$ cat src/rtl/scroll_pkg.sv
// Shared constants for the scrolling 7-segment message display.
package scroll_pkg;

    // Character codes beyond the hex digits 0-15
    localparam logic [4:0] CH_H     = 5'd16;
    localparam logic [4:0] CH_L     = 5'd17;
    localparam logic [4:0] CH_P     = 5'd18;
    localparam logic [4:0] CH_U     = 5'd19;
    localparam logic [4:0] CH_DASH  = 5'd20;
    localparam logic [4:0] CH_BLANK = 5'd31;

    // Active-low: all segments / all anodes off
    localparam logic [6:0] SEG_OFF = 7'h7F;
    localparam logic [3:0] AN_OFF  = 4'hF;

    typedef enum logic [1:0] {
        IDLE = 2'd0,
        RUN  = 2'd1,
        HOLD = 2'd2
    } state_e;

endpackage

$ cat src/rtl/scroll_display_seg7_decode.sv
// Character code to active-low 7-segment pattern, bit 0 = a ... bit 6 = g.
module seg7_decode
    import scroll_pkg::*;
(
    input  logic [4:0] code,
    output logic [6:0] seg
);

    // Pure lookup; unknown codes (21-31) blank the digit
    always_comb begin
        seg = SEG_OFF;
        case (code)
            5'd0:    seg = 7'h40;
            5'd1:    seg = 7'h79;
            5'd2:    seg = 7'h24;
            5'd3:    seg = 7'h30;
            5'd4:    seg = 7'h19;
            5'd5:    seg = 7'h12;
            5'd6:    seg = 7'h02;
            5'd7:    seg = 7'h78;
            5'd8:    seg = 7'h00;
            5'd9:    seg = 7'h10;
            5'd10:   seg = 7'h08;
            5'd11:   seg = 7'h03;
            5'd12:   seg = 7'h46;
            5'd13:   seg = 7'h21;
            5'd14:   seg = 7'h06;
            5'd15:   seg = 7'h0E;
            CH_H:    seg = 7'h09;
            CH_L:    seg = 7'h47;
            CH_P:    seg = 7'h0C;
            CH_U:    seg = 7'h41;
            CH_DASH: seg = 7'h3F;
            default: seg = SEG_OFF;
        endcase
    end

endmodule

$ cat src/rtl/scroll_display.sv
// Scrolls a 4-digit window over a writable message buffer and multiplexes
// the window onto a common-anode 7-segment display, one digit per tick.
module scroll_display
    import scroll_pkg::*;
#(
    parameter int MSG_LEN    = 16,
    parameter int SCROLL_DIV = 50
) (
    input  logic       clkin,
    input  logic       rst,
    input  logic       tick,
    input  logic       start,
    input  logic       pause,
    input  logic       wr_en,
    input  logic [4:0] wr_addr,
    input  logic [4:0] wr_data,
    output logic [6:0] seg,
    output logic [3:0] an,
    output logic       dp
);

    localparam int AW = $clog2(MSG_LEN);
    localparam int SW = (SCROLL_DIV > 1) ? $clog2(SCROLL_DIV) : 1;
    localparam logic [AW:0]   LEN_EXT  = (AW+1)'(MSG_LEN);
    localparam logic [AW-1:0] POS_LAST = AW'(MSG_LEN - 1);
    localparam logic [SW-1:0] DIV_LAST = SW'(SCROLL_DIV - 1);

    state_e                  state_q, state_d;
    logic [AW-1:0]           pos_q, pos_d;
    logic [1:0]              dsel_q, dsel_d;
    logic [SW-1:0]           sdiv_q, sdiv_d;
    logic [MSG_LEN-1:0][4:0] msg_q, msg_d;
    logic [6:0]              seg_q, seg_d;
    logic [3:0]              an_q, an_d;

    logic [AW:0]   idx_sum;
    logic [AW-1:0] rd_idx;
    logic [4:0]    cur_char;
    logic [6:0]    dec_seg;

    // Next state, digit select and scroll position
    always_comb begin
        state_d = state_q;
        pos_d   = pos_q;
        dsel_d  = dsel_q;
        sdiv_d  = sdiv_q;
        unique case (state_q)
            IDLE: begin
                pos_d  = '0;
                dsel_d = '0;
                sdiv_d = '0;
                if (start) state_d = RUN;
            end
            RUN: begin
                if (tick) begin
                    dsel_d = (dsel_q == 2'd3) ? 2'd0 : dsel_q + 2'd1;
                    // A tick that coincides with pause only moves the digit mux
                    if (!pause) begin
                        if (sdiv_q == DIV_LAST) begin
                            sdiv_d = '0;
                            pos_d  = (pos_q == POS_LAST) ? '0 : pos_q + AW'(1);
                        end else begin
                            sdiv_d = sdiv_q + SW'(1);
                        end
                    end
                end
                if (pause) state_d = HOLD;
            end
            HOLD: begin
                if (tick) dsel_d = (dsel_q == 2'd3) ? 2'd0 : dsel_q + 2'd1;
                if (!pause) state_d = RUN;
            end
            default: state_d = IDLE;
        endcase
    end

    // Buffer write port; addresses past the end are dropped
    always_comb begin
        msg_d = msg_q;
        if (wr_en && ({27'd0, wr_addr} < 32'(MSG_LEN)))
            msg_d[wr_addr[AW-1:0]] = wr_data;
    end

    // Window read index (pos + dsel) mod MSG_LEN; MSG_LEN need not be a power of 2
    always_comb begin
        idx_sum = {1'b0, pos_q} + {{(AW-1){1'b0}}, dsel_q};
        rd_idx  = (idx_sum >= LEN_EXT) ? AW'(idx_sum - LEN_EXT) : idx_sum[AW-1:0];
        cur_char = msg_q[rd_idx];
    end

    seg7_decode u_dec (
        .code (cur_char),
        .seg  (dec_seg)
    );

    // Pin values for next cycle; blanked while idle
    always_comb begin
        seg_d = SEG_OFF;
        an_d  = AN_OFF;
        if (state_q != IDLE) begin
            seg_d = dec_seg;
            an_d  = ~(4'b1000 >> dsel_q);
        end
    end

    // All state and registered outputs
    always_ff @(posedge clkin) begin
        if (rst) begin
            state_q <= IDLE;
            pos_q   <= '0;
            dsel_q  <= '0;
            sdiv_q  <= '0;
            msg_q   <= {MSG_LEN{CH_BLANK}};
            seg_q   <= SEG_OFF;
            an_q    <= AN_OFF;
        end else begin
            state_q <= state_d;
            pos_q   <= pos_d;
            dsel_q  <= dsel_d;
            sdiv_q  <= sdiv_d;
            msg_q   <= msg_d;
            seg_q   <= seg_d;
            an_q    <= an_d;
        end
    end

    assign seg = seg_q;
    assign an  = an_q;
    assign dp  = 1'b1;

endmodule
$ cat config.mk
export PLATFORM = sky130hd
export DESIGN_NAME = scroll_display
export DESIGN_NICKNAME = d
export VERILOG_FILES = /design/src/rtl/scroll_pkg.sv /design/src/rtl/scroll_display_seg7_decode.sv /design/src/rtl/scroll_display.sv
export SDC_FILE = /design/constraint.sdc
export NUM_CORES = 1
export LEC_CHECK = 0
export ABC_AREA = 1
export BUFFER_PORTS_ARGS = -buffer_cell sky130_fd_sc_hd__buf_4
export CORE_MARGIN = 5
export CORE_UTILIZATION = 60
export DETAILED_ROUTE_END_ITERATION = 8
export PLACE_DENSITY = 0.78
export SLEW_MARGIN = 0
export SYNTH_ARGS = -nofsm -noshare
export SYNTH_HDL_FRONTEND = slang
export SYNTH_HIERARCHICAL = 1
export SYNTH_SLANG_ARGS = --single-unit
$ cat constraint.sdc
create_clock -name clkin -period 4 [get_ports clkin]
set_input_delay 0.4 -clock clkin [delete_from_list [all_inputs] [get_ports clkin]]
set_output_delay 0.4 -clock clkin [all_outputs]
set_load 0.05 [all_outputs]
== Word level (Yosys, flattened, before mapping) ==
Memory sizes are Yosys's and may differ from the RTL's. A register that Yosys moved wholly into a read port is not among the register bits.
Index checks and enable logic that the tools add are counted.
Operators by class
  order comparisons: 5
  reduce and logical (&&, ||, !) cells: 12
  mux-type cells: 22
  bitwise gates (word level): 2
  $add $sub $neg: 5
  shift-type cells: 1
  equal/unequal tests: 12
Operators by type and width (number)
  $bwmux 80: 1
  $bmux 5 s4: 1
  $demux 5 s4: 1
  $mux 4: 5
  $mux 6: 3
  $ne 2x2->1 const B: 6
  $pmux 6 s2: 1
  $lt 4x5->1 const B: 2
  $mux 2: 5
  $mux 5: 2
  $pmux 4 s2: 1
  $add 6x1->6 const B: 1
  $eq 6x6->1 const B: 1
  $pmux 2 s3: 1
  $reduce_and 3->1: 2
  $reduce_bool 2->1: 3
  $add 4x2->5: 1
  $ge 5x5->1 const B: 1
  $lt 5x5->1 const B: 1
  $add 4x1->4 const B: 1
  $eq 2x2->1 const B: 2
  $eq 4x4->1 const B: 1
  $ge 4x1->1 const B: 1
  $not 4->4: 1
  other kinds (12): 14
Word-level totals
  bits of input ports: 16
  memories: 1
  output and inout port bits: 12
  bits in read-only memories: 224
  bits in registers: 98
  logic and storage cells: 81
Memories
  (name not given): words 32, width 7, read ports 1, clocked after Yosys merged registers in 1, write ports 0, line scroll_display_seg7_decode.sv:12  | case (code)

== Longest topological paths before layout ==
  depth in word-level cells: 6
  mapped depth: 19
  depth with buffers taken out: 18

== Modules after synthesis ==
The synthesis kept the hierarchy.
By module, submodules not included
  scroll_display: times used 1, area an instance 5126.2 um^2, cells each 719, sequential area each 2102.0 um^2
  seg7_decode: times used 1, area an instance 396.6 um^2, cells each 78, sequential area each 0.0 um^2

== Least setup slack after synthesis ==
Ideal clock, no wire load.
  path type: reg-to-reg
  start: register pos_q[0]
  end: register seg_q[3], in the netlist seg[3]
  data arrival time: 2.561 ns
  library setup time: 0.129 ns
  clock period less this slack: 2.691 ns
  stages on the path, launching flop included: 18
  data required time: 3.871 ns
  buffers on the path: 2
  setup slack: 1.309 ns
  path through: dfxtp_1 > ha_1 > fa_1 > buf_2 > buf_2 > o211ai_1 > nand3_1 > nand3_1 > nand2_1 > inv_1 > ha_1 > nand2_1 > nand3_1 > nand2_1 > nand2_1 > nand2_1 > inv_1 > nand2_1
On the way
  longest elaborated chain between the ends: 5
  elaborated cells on any way between the ends: 6
  those cells by class: 2 x add/sub; 1 x order compare; 3 x mux
RTL lines
  from (decl): line scroll_display.sv:29  | logic [AW-1:0] pos_q, pos_d;
  from (signal assigned): line scroll_display.sv:118  | pos_q <= pos_d;
  $add 4x2->5 (*): line scroll_display.sv:86  | idx_sum = {1'b0, pos_q} + {{(AW-1){1'b0}}, dsel_q};
  $sub 4x1->4 or $ge 5x5->1 (tied branches): line scroll_display.sv:87  | rd_idx = (idx_sum >= LEN_EXT) ? AW'(idx_sum - LEN_EXT) : idx_sum[AW-1:0];
  $mux 4 (*): line scroll_display.sv:87
  $bmux 5 s4 (*): line scroll_display.sv:88  | cur_char = msg_q[rd_idx];
  $mux 5 (not written as such) (*): line scroll_display.sv:88
  via cur_char[0]: line scroll_display.sv:38  | logic [4:0] cur_char;
  to (decl): line scroll_display.sv:33  | logic [6:0] seg_q, seg_d;
The timed path passes the listed nets; every way through them passes the cells marked *. The select of a mux whose other input is x is not followed.
A chain may end at the register's enable or synchronous reset.

== Worst setup path in the final report ==
Same ends and word-level chain as after synthesis.

==> results.cfg <==
[final_layout]
antenna_cells = 0
seq_area_sq_um = 2102
nets = 836
area_growth_pct = 7.136
drive_gt1_share_pct = 10.45
n_fill_cell = 802
multi_input_area_sq_um = 2858
instances_no_fill = 915

[placed_design]
dp.cells = 899
place_hpwl_mm = 9.081
port_buffers = 26
place.gp.congestion = 0.9182
place_ws_ns = 0.8405

[synth]
avgSynthCellArea_sq_um = 6.929
synth-edff-count = 0
synth.cell_area_sq_um = 5523
synth_commonest_cells = 246 x nand2_1, 105 x dfxtp_1, 99 x nand3_1, 86 x inv_1, 62 x nor2_1
synth_cell_types = 34
netlist_instances = 797
synth_area_leaders = dfxtp_1 38%, nand2_1 17%, nand3_1 9.0%
ys_seq_elements = 105
yosysSeqAreaShare_pct = 38.06
synth_nets = 834
synth_area_leader_cell = dfxtp_1
synth_async_sr_flop_share_pct = 0
yosysMostFrequentCell = nand2_1
synthFlopType = dfxtp_1
yosysWarnings = 6
synth_top_area_share_pct = 38.06

[clock_tree]
clock_sink_count = 105
cts.path.max_buffers = 2
clk_pin_slew_ns = 0.10
cts_buffers = 9
cts_tree = yes
cts_root_buffer = clkbuf_8
ctsHoldBuffers = 0
ctsHtreeMaxLevel = 3
clk_latency_ns = 0.37
ctsResizeCount = 0
post-cts-setup-buffers = 0

[floorplanning]
rows = 35
die_w_um = 105.9
core_area_sq_um = 9109
die_h_um = 105.9
dieArea_sq_um = 11220
num_io_pins = 28
start_util_pct = 60.63

[timing]
rsz0062_at_grt = no
finalSetupTns_ns = 0
clock_skew_ns = 0.01183
tightest_slew_ns = 0.6454
min_period_ns = 3.196
clock.fmax_ghz = 0.3129
worst_hold_slack_ns = 0.3385
setup_viol = 0
slew_violations = 0
hold_violations = 0
setup_ws_ns = 0.8045
slew_headroom_pct = 56.81
post-route-period-util_pct = 79.89

[drt]
routed_via_density = 5.457
wl_mm = 12.81
ant_nets = 0
route.detailed.drc = 0
wl_per_cell_um = 14.00
drt-initial-drc-count = 313
num_vias = 4993
dr.pass1.iters = 5

[setup_path]
worstPathMaxFanout = 30
max_stage_delay_ns = 0.48
startpoint_type = register
critPathCaptureType = register
slowest_stage = fa_1
required_ns = 4.24
worstPathArrival_ns = 3.44
crit_top_cell = nand2_1
worstSetupPathType = register to register
crit_chain = ha_2, fa_1, buf_4, inv_1, nor2_1, nand2_1, nand3_1, nand3_1, nand2_1, inv_1, ha_1, nand2_1, nand3_1, nand2_1, nand2_1, nand2_1, inv_1, nand2_1

[global_route]
grt_pass1_wl_mm = 21.62
grt_usage_pct = 23.46
antenna_found_initial = 0
overflow = 0
grt_pass1_vias = 4611
grt_start_max_net_pins = 53

[pwr]
p_leak_uw = 0.002844
p_per_area_nw_per_um2 = 480.0
vdd_drop_max_v = 0.0002893

[run]
drv_cap = 0

[hold_path]
hold_path_class = primary input to register

[outcome]
outcome = finished, final reports clean
[per-layer routing]
layer / vias to the layer above / global-route usage (%) / routed length [um] / share of wire (%)
met4: 0 / 8.788 / 284 / 2.2
met1: 2263 / 31.00 / 5742 / 45
met5: - / 0 / 0 / 0
met2: 169 / 38.34 / 5990 / 47
met3: 28 / 4.311 / 792 / 6.2
li1: 2533 / - / - / -
[layout by cell type, fill, tap and decap left out, types with 4 or more instances in the layout]
master	n
a21oi_1	26
nor2_1	62
o211ai_1	46
nor2_4	13
o21ai_0	16
ha_1	19
dfxtp_1	105
buf_4	30
inv_2	14
nand3_1	99
nand2_1	246
nor2_2	4
nand3_4	4
clkbuf_8	10
inv_1	85
[cells by family after synthesis]
kind of cell | count (synthesis) | share of synthesized area, %
buffers and inverters | 138 | 10.24
DFF | 105 | 38.06
other | 1 | 0.06790
xor gates and xnor gates | 2 | 0.3172
and+or+nand+nor | 439 | 35.95
adders and majority gates | 21 | 4.894
AOI/OAI and AO/OA | 91 | 10.47
[critical path, delay by kind of cell, from the launching register on]
kind / cells / cell delay [ns]
buffers and inverters: 4 / 0.75
adders and majority gates: 3 / 1.01
and+or+nand+nor: 11 / 0.91
DFF: 1 / 0.37
[per-stage QoR]
| stage | power [uW] | util, % | instance area (sq um) |
|---|---|---|---|
| floorplan | 1950 | - | 5523 |
| global placement | 2095 | 62.53 | 5695 |
| detailed placement | 2122 | 62.53 | 5695 |
| CTS | 2837 | 64.96 | 5917 |
| global route | 3018 | 64.96 | 5917 |
| finish | 2840 | 64.96 | 5917 |
[power breakdown]
part / internal [uW] / switching (uW)
clock: 372 / 357
combinational: 270 / 712
sequential: 1090 / 37.0
total: 1730 / 1110
[registers in the layout, indices dropped and copies added (netlist names)]
signal	cells
an	4
dsel_q	2
msg_q	80
pos_q	4
sdiv_q	6
seg	7
state_q	2
[path summary, 6_finish.rpt]
check	startpoint	to	slack, ns	depth (start not counted)
worst max register to register	pos_q[0]$_SDFFE_PP0P_	seg[3]$_SDFF_PP1_	0.80	18
worst min-delay path	rst	dsel_q[1]$_SDFFE_PP0P_	0.34	2
worst max-delay path	pos_q[0]$_SDFFE_PP0P_	seg[3]$_SDFF_PP1_	0.80	18
worst min register to register	msg_q[64]$_SDFFE_PP1P_	msg_q[64]$_SDFFE_PP1P_	0.47	2
[final cells by class]
type,count,share of cell area (%)
clock buffer,12,2.453
inverter,99,6.280
multi-input combinational,554,48.30
sequential,105,35.53
tap,111,2.347
timing repair buffer,30,3.806
clock inverter,4,1.290
Power figures use the tool's default switching activity.
